===== config.mk =====
export PLATFORM = sky130hd
export DESIGN_NAME = program_loader
export DESIGN_NICKNAME = d
export VERILOG_FILES = /design/src/rtl/program_loader_pkg.sv /design/src/rtl/program_loader_word_buffer.sv /design/src/rtl/program_loader.sv
export SDC_FILE = /design/constraint.sdc
export NUM_CORES = 1
export LEC_CHECK = 0
export CORE_ASPECT_RATIO = 1.2
export CORE_MARGIN = 5
export CORE_UTILIZATION = 30
export CTS_CLUSTER_SIZE = 14
export DETAILED_ROUTE_END_ITERATION = 16
export GPL_ROUTABILITY_DRIVEN = 0
export GPL_TIMING_DRIVEN = 1
export SYNTH_ARGS = -nofsm -noshare
export SYNTH_HDL_FRONTEND = slang
export SYNTH_SLANG_ARGS = --single-unit

===== constraint.sdc =====
create_clock -name clka -period 3.55 [get_ports clka]
set_input_delay 0.355 -clock clka [delete_from_list [all_inputs] [get_ports clka]]
set_output_delay 0.355 -clock clka [all_outputs]
set_load 0.01 [all_outputs]

===== src/rtl/program_loader_pkg.sv =====
// Shared definitions for the boot-time program loader: FSM encoding and the
// padding instruction word that instruction-decode tests also rely on.
package program_loader_pkg;

    localparam int unsigned BYTE_W = 8;
    localparam int unsigned WORD_W = 16;

    localparam logic [WORD_W-1:0] NOP_WORD = 16'h0000;

    typedef enum logic [2:0] {
        ST_COLLECT = 3'd0,
        ST_PLAY    = 3'd1,
        ST_NOP     = 3'd2,
        ST_RESTART = 3'd3,
        ST_RUN     = 3'd4
    } loader_state_e;

endpackage : program_loader_pkg


===== src/rtl/program_loader_word_buffer.sv =====
// Program word store: synchronous write, combinational read, so a word
// written on an edge is visible on the read port in the following cycle.
module loader_word_buffer
    import program_loader_pkg::*;
#(
    parameter int unsigned DEPTH  = 16,
    parameter int unsigned ADDR_W = $clog2(DEPTH)
) (
    input  logic              i_clk,
    input  logic              i_wr_en,
    input  logic [ADDR_W-1:0] i_wr_addr,
    input  logic [WORD_W-1:0] i_wr_data,
    input  logic [ADDR_W-1:0] i_rd_addr,
    output logic [WORD_W-1:0] o_rd_data
);

    logic [WORD_W-1:0] r_mem [DEPTH];

    // Contents deliberately survive reset; only the loader's count says what is valid.
    always_ff @(posedge i_clk) begin
        if (i_wr_en) begin
            r_mem[i_wr_addr] <= i_wr_data;
        end
    end

    assign o_rd_data = r_mem[i_rd_addr];

endmodule : loader_word_buffer


===== src/rtl/program_loader.sv =====
// Boot loader in front of top_level: packs host bytes into 16-bit words,
// buffers the program, replays it through we_ins/load, then restarts the CPU.
module program_loader
    import program_loader_pkg::*;
#(
    parameter int unsigned DEPTH       = 16,
    parameter int unsigned HOLD_CYCLES = 2,
    parameter bit          APPEND_NOP  = 1'b1
) (
    input  logic                     clka,
    input  logic                     reset,
    input  logic [BYTE_W-1:0]        in_data,
    input  logic                     in_valid,
    input  logic                     in_last,
    output logic                     in_ready,
    input  logic                     reload,
    output logic                     we_ins,
    output logic [WORD_W-1:0]        load,
    output logic                     cpu_reset,
    output logic                     busy,
    output logic                     done,
    output logic                     overflow,
    output logic [$clog2(DEPTH):0]   word_count
);

    localparam int unsigned ADDR_W = $clog2(DEPTH);
    localparam int unsigned CNT_W  = ADDR_W + 1;
    localparam int unsigned HOLD_W = (HOLD_CYCLES > 1) ? $clog2(HOLD_CYCLES) : 1;

    loader_state_e     r_state,      w_state_n;
    logic [CNT_W-1:0]  r_word_count, w_word_count_n;
    logic [ADDR_W-1:0] r_rd,         w_rd_n;
    logic [HOLD_W-1:0] r_hold,       w_hold_n;
    logic [BYTE_W-1:0] r_hi,         w_hi_n;
    logic              r_phase_lo,   w_phase_lo_n;
    logic              r_overflow,   w_overflow_n;

    logic              w_wr_en;
    logic [ADDR_W-1:0] w_wr_addr;
    logic [WORD_W-1:0] w_wr_data;
    logic [WORD_W-1:0] w_rd_data;

    logic              w_accept;
    logic              w_hold_end;
    logic              w_last_word;
    logic [CNT_W-1:0]  w_wc_inc;

    assign in_ready    = (r_state == ST_COLLECT) && !r_overflow;
    assign w_accept    = in_valid && in_ready;
    assign w_hold_end  = (r_hold == HOLD_W'(HOLD_CYCLES - 1));
    assign w_last_word = ({1'b0, r_rd} == (r_word_count - CNT_W'(1)));
    assign w_wc_inc    = (r_word_count == CNT_W'(DEPTH)) ? r_word_count
                                                         : r_word_count + CNT_W'(1);

    loader_word_buffer #(
        .DEPTH  (DEPTH),
        .ADDR_W (ADDR_W)
    ) u_buffer (
        .i_clk     (clka),
        .i_wr_en   (w_wr_en),
        .i_wr_addr (w_wr_addr),
        .i_wr_data (w_wr_data),
        .i_rd_addr (r_rd),
        .o_rd_data (w_rd_data)
    );

    always_ff @(posedge clka or negedge reset) begin
        if (!reset) begin
            r_state      <= ST_COLLECT;
            r_word_count <= '0;
            r_rd         <= '0;
            r_hold       <= '0;
            r_hi         <= '0;
            r_phase_lo   <= 1'b0;
            r_overflow   <= 1'b0;
        end else begin
            r_state      <= w_state_n;
            r_word_count <= w_word_count_n;
            r_rd         <= w_rd_n;
            r_hold       <= w_hold_n;
            r_hi         <= w_hi_n;
            r_phase_lo   <= w_phase_lo_n;
            r_overflow   <= w_overflow_n;
        end
    end

    // Next-state, byte packing and replay counters.
    always_comb begin
        w_state_n      = r_state;
        w_word_count_n = r_word_count;
        w_rd_n         = r_rd;
        w_hold_n       = r_hold;
        w_hi_n         = r_hi;
        w_phase_lo_n   = r_phase_lo;
        w_overflow_n   = r_overflow;
        w_wr_en        = 1'b0;
        w_wr_addr      = r_word_count[ADDR_W-1:0];
        w_wr_data      = {r_hi, in_data};

        case (r_state)
            ST_COLLECT: begin
                w_rd_n   = '0;
                w_hold_n = '0;
                if (w_accept) begin
                    if (!r_phase_lo) begin
                        if (in_last) begin
                            // A lone final high byte is padded with a zero low byte.
                            w_wr_en        = 1'b1;
                            w_wr_data      = {in_data, 8'h00};
                            w_word_count_n = w_wc_inc;
                            w_state_n      = ST_PLAY;
                        end else begin
                            w_hi_n       = in_data;
                            w_phase_lo_n = 1'b1;
                        end
                    end else begin
                        w_wr_en        = 1'b1;
                        w_word_count_n = w_wc_inc;
                        w_phase_lo_n   = 1'b0;
                        if (in_last) begin
                            w_state_n = ST_PLAY;
                        end else if (r_word_count == CNT_W'(DEPTH - 1)) begin
                            w_overflow_n = 1'b1;
                            w_state_n    = ST_PLAY;
                        end
                    end
                end
            end
            ST_PLAY: begin
                if (w_hold_end) begin
                    w_hold_n = '0;
                    if (w_last_word) begin
                        w_rd_n    = '0;
                        w_state_n = APPEND_NOP ? ST_NOP : ST_RESTART;
                    end else begin
                        w_rd_n = r_rd + ADDR_W'(1);
                    end
                end else begin
                    w_hold_n = r_hold + HOLD_W'(1);
                end
            end
            ST_NOP: begin
                if (w_hold_end) begin
                    w_hold_n  = '0;
                    w_state_n = ST_RESTART;
                end else begin
                    w_hold_n = r_hold + HOLD_W'(1);
                end
            end
            ST_RESTART: begin
                w_state_n = ST_RUN;
            end
            ST_RUN: begin
                if (reload) begin
                    w_state_n      = ST_COLLECT;
                    w_word_count_n = '0;
                    w_overflow_n   = 1'b0;
                    w_phase_lo_n   = 1'b0;
                end
            end
            default: begin
                w_state_n = ST_COLLECT;
            end
        endcase
    end

    // Moore decode of the CPU-facing controls.
    always_comb begin
        we_ins    = 1'b0;
        load      = '0;
        cpu_reset = 1'b0;
        busy      = 1'b0;
        done      = 1'b0;
        case (r_state)
            ST_COLLECT: begin
                cpu_reset = 1'b1;
            end
            ST_PLAY: begin
                we_ins = 1'b1;
                load   = w_rd_data;
                busy   = 1'b1;
            end
            ST_NOP: begin
                we_ins = 1'b1;
                load   = NOP_WORD;
                busy   = 1'b1;
            end
            ST_RESTART: begin
                cpu_reset = 1'b1;
                busy      = 1'b1;
            end
            ST_RUN: begin
                done = 1'b1;
            end
            default: begin
                cpu_reset = 1'b1;
            end
        endcase
    end

    assign overflow   = r_overflow;
    assign word_count = r_word_count;

endmodule : program_loader

# Word-level counts from Yosys, hierarchy flattened

Memories as Yosys holds them, arrays and structs flattened.
Index checks and enable logic that the tools add are counted.

Word-level logic and storage cells: 93
Bits in writable memories: 256
Flip-flop bits (word level): 23
Memories: 1

Reductions and logical operators: 16
Muxes and demuxes: 46
Bitwise logic cells: 2
Add/sub/neg operators: 4
Eq/ne operators: 17

Memory list:

| name           | words | width | rd ports | clocked after memory_dff | wr ports | RTL line                         | RTL |
|---|---|---|---|---|---|---|---|
| u_buffer.r_mem | 16    | 16    | 1        | 0                        | 1        | program_loader_word_buffer.sv:17 | `logic [WORD_W-1:0] r_mem [DEPTH];` |

Operator list:

| kind                  | count |
|---|---|
| $mux W16              | 5 |
| $mux W3               | 9 |
| $mux W5               | 5 |
| $mux W1               | 19 |
| $pmux W3 S5           | 1 |
| $ne A2 B2 Y1 const B  | 7 |
| $pmux W5 S2           | 1 |
| $mux W4               | 2 |
| $pmux W4 S2           | 1 |
| $reduce_and A4 Y1     | 2 |
| $reduce_and A7 Y1     | 1 |
| $eq A3 B2 Y1 const B  | 2 |
| $pmux W1 S2           | 3 |
| $reduce_and A6 Y1     | 1 |
| $reduce_bool A2 Y1    | 3 |
| $reduce_or A3 Y1      | 2 |
| $add A5 B1 Y5 const B | 1 |
| $eq A4 B5 Y1          | 1 |
| $eq A5 B4 Y1 const B  | 1 |
| $eq A5 B5 Y1 const B  | 1 |
| $sub A5 B1 Y5 const B | 1 |
| $add A4 B1 Y4 const B | 1 |
| $eq A3 B1 Y1 const B  | 1 |
| $eq A3 B3 Y1 const B  | 1 |
| 11 further kinds      | 13 |

# Longest topological paths before layout

Gate-level depths: netlist of run 1.

Depth in word-level cells: 7
Gate-level depth with buffers: 8
Depth with buffers taken out: 8

# Cells and area by module

Synthesis of run 1 repeated with hierarchy kept, for this count alone.

Cell total of the unflattened synthesis: 584
Area total of the unflattened synthesis: 11298.3 um^2

By module, submodules not included:

| module             | sequential area each (um^2) | cells an instance | area each (um^2) | times used |
|---|---|---|---|---|
| loader_word_buffer | 7687.4                      | 416               | 9721.8           | 1 |
| program_loader     | 575.6                       | 168               | 1576.5           | 1 |

# Worst setup path before layout of run 1

No wires, ideal clock.

Kind: register to register
Start: register r_state[1]
End: memory u_buffer.r_mem[0][0] (enable)
Data required time: 3141 ps
Stages on the path, launching flop included: 7
Data arrival time: 2415 ps
Buffers on the path: 1
Path slack: 726 ps
Cell sequence: dfrtp_1 -> clkbuf_1 -> nor2_2 -> nand2_1 -> nor3_1 -> nand2_1 -> nor3_1

Longest elaborated chain between the ends: 7

RTL lines:

| what                              | RTL line                                    | RTL |
|---|---|---|
| start: declaration                | program_loader.sv:30                        | `loader_state_e r_state, w_state_n;` |
| start signal: assignment          | program_loader.sv:77                        | `r_state <= w_state_n;` |
| $logic_not A3 Y1 (*)              | program_loader.sv:48, program_loader.sv:100 |  |
| $logic_and A1 B1 Y1               | program_loader.sv:48                        | `assign in_ready = (r_state == ST_COLLECT) && !r_overflow;` |
| $logic_and A1 B1 Y1               | program_loader.sv:49                        | `assign w_accept = in_valid && in_ready;` |
| $mux W1                           | program_loader.sv:104                       | `if (w_accept) begin` |
| $mux W1 (*)                       | program_loader.sv:100                       | `case (r_state)` |
| $mux W1 (*)                       | program_loader_word_buffer.sv:21            | `if (i_wr_en) begin` |
| $mux W1 (not written as such) (*) | program_loader_word_buffer.sv:22            | `r_mem[i_wr_addr] <= i_wr_data;` |
| end: declaration                  | program_loader_word_buffer.sv:17            |  |

Every way passes the cells marked *; elsewhere a longest branch is shown, timed or not.

# Worst setup path after layout of run 1

Start: register r_rd[0]
End: output load[14]

Longest elaborated chain between the ends: 2

RTL lines:

| what                     | RTL line              | RTL |
|---|---|---|
| start: declaration       | program_loader.sv:32  | `logic [ADDR_W-1:0] r_rd, w_rd_n;` |
| start signal: assignment | program_loader.sv:79  | `r_rd <= w_rd_n;` |
| $mem_v2 Z16 W16          | --                    |  |
| $mux W16                 | program_loader.sv:174 | `case (r_state)` |
| end: declaration         | program_loader.sv:18  | `output logic [WORD_W-1:0] load,` |

Every way passes these cells.

==> results by group, run 1 <==
CTS
  – Hold Buf Count CTS: 0
  – Sinks on the clock net: 279
  – TritonCTS clock tree: yes
  – Buffers from clock root to sink, at most: 3
  – CTS buffer count: 28
  – Htree depth: 1
  – Clock-pin transition on the worst setup and hold timing paths: 0.06 ns
  – Clock Root Buffer: sky130_fd_sc_hd__clkbuf_16
  – Clock insertion delay at the later pin of the skew report: 0.55 ns

Yosys
  – Post-Synthesis Net Count: ~570
  – Post-synthesis share of cell area spent on full adders, half adders and majority gates: less than 1%
  – Number of enable flip-flop cells after synthesis: between 200 and 300
  – Dominant synthesized flop cell: sky130_fd_sc_hd__edfxtp_1
  – Fraction of synthesized cell area in xor and xnor cells: less than 1%
  – Yosys warnings: 0
  – Part of the Yosys area used for sequential elements: about 73%
  – Combinational family with the most area after synthesis: multiplexers
  – Portion of netlist area occupied by mux cells: ~18%
  – Count of cell types in the netlist: 47
  – Average size of a mapped cell: slightly above 20 um2
  – Async S/R FF share, synth: 8.24%
  – Area fraction in and, or, nand and nor cells after synthesis: under 10%
  – Gate Count Post-Synth: about 550
  – Register bit total from synthesis: between 200 and 300
  – Share of the synthesized area in compound gates (AO/OA/AOI/OAI): around 1.6%
  – Area of the mapped netlist: ~11000 um2

Place
  – Port-buffer cells: 39
  – HPWL after detailed placement: between 10 and 15 mm

Cells and area
  – Area growth from synthesis to layout: 18.4%
  – Antenna diode count: 0
  – Area taken by multi-input logic gates: about 2900 um2
  – Fillers: roughly 3400
  – Final layout net count: roughly 650
  – Area occupied by registers: 8270 um2
  – Share of layout cells above drive strength 1: 26.5%

Setup path
  – Endpoint of the lowest-slack register-to-register path: u_buffer.r_mem[15][5]
  – Critical path's largest stage delay: roughly 0.56 ns
  – Crit start category: flip-flop
  – Internal reg-to-reg setup slack: between 0.8 and 0.9 ns
  – Data required time at the worst endpoint: 3.19 ns
  – Cell mode on critical path: sky130_fd_sc_hd__mux4_2
  – CP Max Fanout: 26
  – Cell class contributing the biggest share of worst-path delay: multiplexers
  – Arrival time reported for the critical path endpoint: between 3 and 4 ns
  – Worst Setup Path Type: flip-flop to primary output
  – Master of the slowest instance on the critical path: sky130_fd_sc_hd__dfrtp_4
  – Worst R2R Start: r_state[2]
  – Path length in cells of the critical path: 5
  – Endpoint class of the critical path: primary output
  – Buffers and inverters on the worst path: 2
  – Critical-path cell list: buf_12 > mux4_2 > mux4_2 > nor2b_1 > clkdlybuf4s50_1
  – Cell count of the worst reg-to-reg path: 6
  – Worst setup path endpoint: load[14]
  – Setup crit start: r_rd[0]

Global route
  – Overflow left after global routing: 0
  – Maximum number of pins on one net before global-route repair: 41
  – First-pass GRT wire length: ~37 mm
  – Initial antenna violation count: 0
  – Vias in the first global route: just under 6000
  – Overall track demand over capacity in global routing: between 10% and 20%
  – Met2 capacity usage during global routing: 20.0%
  – Met1 GRT Util: ~17%
  – Met3 Usage GRT: 2.01%
  – Busiest metal layer after global routing: met2

Power and ir drop
  – Part of the total power dissipated in the clock network: slightly below 30%
  – Switching share of total power: 27.8%
  – Peak supply drop: approximately 450 uV
  – Sequential Power Share: roughly 44%
  – Psw: 2.58 mW
  – Cell leakage power: roughly 4.2 nW
  – Cell Int Power: roughly 6.7 mW
  – Power density of the placed cells: approximately 700 nW/um2
  – Share of power burned in combinational logic: a little over a quarter

Die
  – Die W: roughly 190 um
  – Die Ht: approximately 220 um
  – Initial cell density of the core: approximately 30%
  – IO Count: 40
  – Std-Cell Core Area: approximately 37000 um2
  – Site Rows: 77
  – Die ar.: ~42000 um2

STA
  – Fraction of the cycle the final worst path needs: between 90% and 100%
  – Worst Tran Pin Value: between 1 and 1.5 ns
  – Number of pins with negative max-slew slack in the final report: 0
  – Final critical path time including I/O delays and setup: ~3.4 ns
  – Final TNS setup: 0 ns
  – Highest achievable clock rate: between 0.2 and 0.3 GHz
  – Hold WS: 0.377 ns
  – Worst Clk Skew: approximately 0.034 ns
  – Count of endpoints failing setup in the final report: 0
  – Final count of hold timing violations: 0
  – Slew Limit Headroom: 30.1%

Routing
  – DRC violation total after the first TritonRoute iteration: 480
  – DRC errors left: 0
  – Vias per inst: around 5
  – Final Routed Wirelength: approximately 25 mm
  – Average wire per cell in the routed design: between 20 and 25 um
  – 1st-pass router iterations: 4
  – Vias post-DR: about 5500
  – Post-detailed-route count of antenna-violating nets: 0

Hold path
  – Classification of the worst-slack hold path: input pin to async pin

Flow run
  – Max-cap violations: 0

Outcome
  – Status: complete, no violations
[worst register-to-register path, stage by stage (launching register included)]
cell and delay (ns):
sky130_fd_sc_hd__dfrtp_1 0.53, sky130_fd_sc_hd__nor2_2 0.29, sky130_fd_sc_hd__nand2_1 0.15, sky130_fd_sc_hd__nor3_1 0.45
sky130_fd_sc_hd__nand2_1 0.28, sky130_fd_sc_hd__nor2_2 0.49, sky130_fd_sc_hd__buf_12 0.24
[stage by stage]
stage / std cells / util [%] / power, mW / setup WS, ns / cell area, um2
after floorplan: 552 / - / 5.73 / 0.726 / 11300
after CTS: 1118 / 35.9 / 9.34 / 0.000410 / 13300
final: 1123 / 36.1 / 9.28 / 0.115 / 13300
after global routing: 1123 / 36.1 / 9.73 / -0.000284 / 13300
after global placement: 1066 / 33.6 / 6.59 / 0.574 / 12400
after detailed placement: 1066 / 33.6 / 6.63 / 0.568 / 12400
[worst min path at each step]
stage / end / slack (ns) / cells after the start
finish: r_rd[3] / 0.38 / 1
global route: r_state[2] / 0.42 / 2
CTS: word_count[4] / 0.40 / 1
detailed placement: r_hi[3] / 0.48 / 1
global placement: r_hi[7] / 0.47 / 1
floorplan: overflow / 0.06 / 0
[registers in the layout, summed over array words and instances, names as in the netlist]
name	cells
r_phase_lo	1
word_count	5
r_hi	8
overflow	1
r_hold	1
u_buffer.r_mem	256
r_state	3
r_rd	4
[cells in the final DEF (no fill, tap or decap), types with 4 or more instances in the layout]
cell type,n
sky130_fd_sc_hd__nand3_1,6
sky130_fd_sc_hd__nor2b_1,16
sky130_fd_sc_hd__dfrtp_1,21
sky130_fd_sc_hd__clkinv_2,5
sky130_fd_sc_hd__nor2_1,11
sky130_fd_sc_hd__clkdlybuf4s50_1,38
sky130_fd_sc_hd__mux4_2,76
sky130_fd_sc_hd__o21ai_1,11
sky130_fd_sc_hd__clkbuf_16,29
sky130_fd_sc_hd__clkbuf_1,9
sky130_fd_sc_hd__buf_4,27
sky130_fd_sc_hd__a21oi_1,4
sky130_fd_sc_hd__mux2_1,15
sky130_fd_sc_hd__buf_12,4
sky130_fd_sc_hd__inv_1,6
sky130_fd_sc_hd__and2_1,8
sky130_fd_sc_hd__nor2_2,13
sky130_fd_sc_hd__edfxtp_1,256
sky130_fd_sc_hd__mux4_1,4
sky130_fd_sc_hd__ha_1,7
sky130_fd_sc_hd__nor3_1,6
sky130_fd_sc_hd__nand2_1,23
sky130_fd_sc_hd__nor3_2,4
[power by group through the flow]
stage	combinational, mW	sequential, mW	clock (mW)
2_1_floorplan	1.63	4.09	0
3_3_place_gp	2.41	4.19	0
3_5_place_dp	2.43	4.20	0
4_1_cts	2.45	4.13	2.77
5_1_grt	2.67	4.14	2.91
6_report	2.44	4.12	2.72
[logic make-up (layout without fill, tap and decap cells)]
family / Yosys count / in the layout
flip-flops: 279 / 279
multiplexers: 96 / 96
AND/OR/NAND/NOR: 100 / 100
XOR/XNOR: 6 / 6
buffers and inverters: 35 / 132
adder cells (fa/ha/maj): 7 / 7
AO/OA/AOI/OAI: 29 / 29
[cells in the mapped netlist, drive strengths merged, types with 2 or more instances]
| library cell | count | area share, % |
|---|---|---|
| a21oi | 4 | 0.18 |
| and2 | 8 | 0.44 |
| buf | 11 | 0.85 |
| clkbuf | 16 | 0.53 |
| dfrtp | 23 | 5.1 |
| edfxtp | 256 | 68 |
| ha | 7 | 0.78 |
| inv | 8 | 0.27 |
| mux2 | 16 | 1.6 |
| mux4 | 80 | 16 |
| nand2 | 23 | 0.77 |
| nand2b | 3 | 0.17 |
| nand3 | 6 | 0.27 |
| nand4 | 3 | 0.17 |
| nor2 | 24 | 0.82 |
| nor2b | 16 | 0.89 |
| nor3 | 10 | 0.44 |
| o21ai | 12 | 0.53 |
| o31ai | 2 | 0.13 |
| xnor2 | 3 | 0.23 |
| xor2 | 3 | 0.23 |
[timing repair]
action	in CTS	in global routing
pin swaps	0	0
setup buffers	0	4
gates cloned	0	1
resized for setup	2	0
endpoints found under the setup margin	5	9
[metal layers]
metal / vias to the layer above / share of wire, %
met2: 167 / 50
met5: - / 0
met3: 23 / 5.7
li1: 2403 / -
met4: 0 / 1.2
met1: 2914 / 43
[area by class of cell]
class | count | area share, %
Timing Repair Buffer | 72 | 5.43
Clock buffer | 40 | 5.81
Tap cell | 474 | 4.45
Clock inverter | 12 | 0.581
Multi-Input combinational cell | 238 | 21.5
Sequential cell | 279 | 62.0
Inverter | 8 | 0.225
Power figures use the tool's default switching activity.
==> run 2, diff against run 1 <==
CTS_CLUSTER_DIAMETER = 40   (was not set)
==> run 2 against run 1 <==
  * Power rose by 4.4%
  * Clock-buffer cell count fell by 1
  * Clock power rose by 15%
  * Via count rose by 0.56%
  * Hold slack got worse by 0.0073 ns
  * Register-to-register slack improved by 0.06 ns
  * Cell count rose by 0.36%
  * First-iteration DRC count fell by 1.7%
  * Worst setup slack got worse by 0.0044 ns
  * Final area rose by 1.3%
  * Fmax fell by 0.13%
  * Largest power group unchanged
==> results by group, run 2 (synthesized netlist as in run 1, its figures left out) <==
Setup path
  – Arrival time reported for the critical path endpoint: a little over 3 ns
  – Worst R2R Start: r_state[2]
  – Cell count of the worst reg-to-reg path: 6
  – Data required time at the worst endpoint: about 3.2 ns
  – Worst Setup Path Type: flip-flop to primary output
  – Endpoint class of the critical path: primary output
  – Setup crit start: r_rd[0]
  – Crit start category: flip-flop
  – CP Max Fanout: 16
  – Endpoint of the lowest-slack register-to-register path: u_buffer.r_mem[15][6]
  – Internal reg-to-reg setup slack: just under 0.9 ns

CTS
  – CTS buffer count: 31
  – Htree depth: 1
  – Clock Root Buffer: sky130_fd_sc_hd__clkbuf_16
  – Buffers from clock root to sink, at most: 3
  – Hold Buf Count CTS: 0
  – Clock insertion delay at the later pin of the skew report: approximately 0.57 ns
  – Clock-pin transition on the worst setup and hold timing paths: around 0.060 ns
  – TritonCTS clock tree: yes
  – Sinks on the clock net: approximately 280

Power and ir drop
  – Power Total: around 9.7 mW
  – Peak supply drop: just under 400 uV
  – Power density of the placed cells: roughly 720 nW/um2
  – Cell leakage power: 4.29 nW

Flow run
  – Max-cap violations: 0

Die
  – Site Rows: 77
  – Initial cell density of the core: 30.5%
  – Die Ht: 222 um
  – Die ar.: ~42000 um2
  – Std-Cell Core Area: roughly 37000 um2
  – IO Count: 40
  – Die W: 187 um

Place
  – Port-buffer cells: 39
  – Number of placed instances with taps included: ~1100
  – HPWL after detailed placement: 14.4 mm

STA
  – Number of pins with negative max-slew slack in the final report: 0
  – Slew Limit Headroom: between 20 and 30%
  – Final TNS setup: 0 ns
  – Fraction of the cycle the final worst path needs: between 90% and 100%
  – Worst Tran Pin Value: approximately 1.1 ns
  – Worst Clk Skew: 0.0194 ns
  – Highest achievable clock rate: roughly 0.29 GHz
  – Final count of hold timing violations: 0
  – Count of endpoints failing setup in the final report: 0
  – Setup repair after global routing missed its margin: false
  – Final critical path time including I/O delays and setup: roughly 3.4 ns

Hold path
  – Classification of the worst-slack hold path: input pin to async pin

Routing
  – Average wire per cell in the routed design: between 20 and 25 um
  – DRC violation total after the first TritonRoute iteration: about 470
  – Post-detailed-route count of antenna-violating nets: 0
  – Final Routed Wirelength: between 20 and 30 mm
  – Vias per inst: 4.91
  – 1st-pass router iterations: 4
  – Vias post-DR: roughly 5500
  – DRC errors left: 0

Cells and area
  – Number of flip-flops in the largest register: 256
  – Fillers: 3429
  – Fin cells: ~1100
  – Share of layout cells above drive strength 1: about 28%
  – Commonest cells after routing, fill and taps aside: 256 x sky130_fd_sc_hd__edfxtp_1, 76 x sky130_fd_sc_hd__mux4_2, 39 x sky130_fd_sc_hd__clkdlybuf4s50_1, 31 x sky130_fd_sc_hd__clkbuf_16, 26 x sky130_fd_sc_hd__buf_4
  – Leading cell type in the layout, fill and taps excluded: sky130_fd_sc_hd__edfxtp_1
  – Area growth from synthesis to layout: 19.9%
  – Antenna diode count: 0
  – Final layout net count: ~650
  – Register containing the most flip-flops in the final layout: u_buffer.r_mem

Global route
  – Overall track demand over capacity in global routing: between 10% and 20%
  – Overflow left after global routing: 0
  – First-pass GRT wire length: approximately 38 mm
  – Initial antenna violation count: 0
  – Maximum number of pins on one net before global-route repair: roughly 40
  – Vias in the first global route: 5870

Outcome
  – Status: complete, no violations
[run 2: per-stage QoR]
stage	hold WS, ns	util, %	setup slack, ns	area, um2
finish	0.369	36.5	0.110	13500
global route	0.410	36.5	0.00783	13500
CTS	0.377	36.5	0.0366	13500
detailed placement	0.478	33.6	0.568	12400
global placement	0.469	33.6	0.574	12400
floorplan	0.0594	-	0.726	11300
[run 2: report_power, final]
part	total, mW	leakage [nW]	switching, mW	internal [mW]
Clock	3.12	0.494	1.34	1.78
Combinational	2.45	1.21	1.21	1.24
Sequential	4.12	2.59	0.159	3.96
[run 2: repair_timing]
item                                    in CTS  in global routing
gates resized for setup                      1                  0
cloned                                       1                  0
endpoints found under the setup margin       6                  1
setup buffers                                2                  1
[run 2: final cells by class]
type                       instances  area (um2)  share of cell area (%)
sequential                       279        8270                    61.2
inverter                           8        30.0                   0.222
clock inverter                    18         185                    1.37
tap                              474         593                    4.39
clock buffer                      39         836                    6.19
timing repair buffer              71         726                    5.37
multi-input combinational        238        2870                    21.3
[run 2: critical path: stages, from the launching register on]
cell	delay, ns
sky130_fd_sc_hd__dfrtp_4	0.52
sky130_fd_sc_hd__bufbuf_16	0.36
sky130_fd_sc_hd__mux4_2	0.51
sky130_fd_sc_hd__mux4_2	0.47
sky130_fd_sc_hd__nor2b_1	0.16
sky130_fd_sc_hd__clkdlybuf4s50_1	0.48
[run 2: worst max path at each step]
stage / end / cells after the start
after floorplan: u_buffer.r_mem[0][0] / 6
after global placement: load[2] / 5
final: load[7] / 5
after global routing: load[5] / 5
after CTS: load[1] / 5
after detailed placement: load[2] / 5
[run 2: metal layers]
layer	GRT usage [%]	vias up	share of wire (%)
li1	-	2417	-
met1	16.5	2923	43
met2	20.4	167	50
met3	2.06	31	5.7
met4	2.58	0	1.3
met5	0	-	0
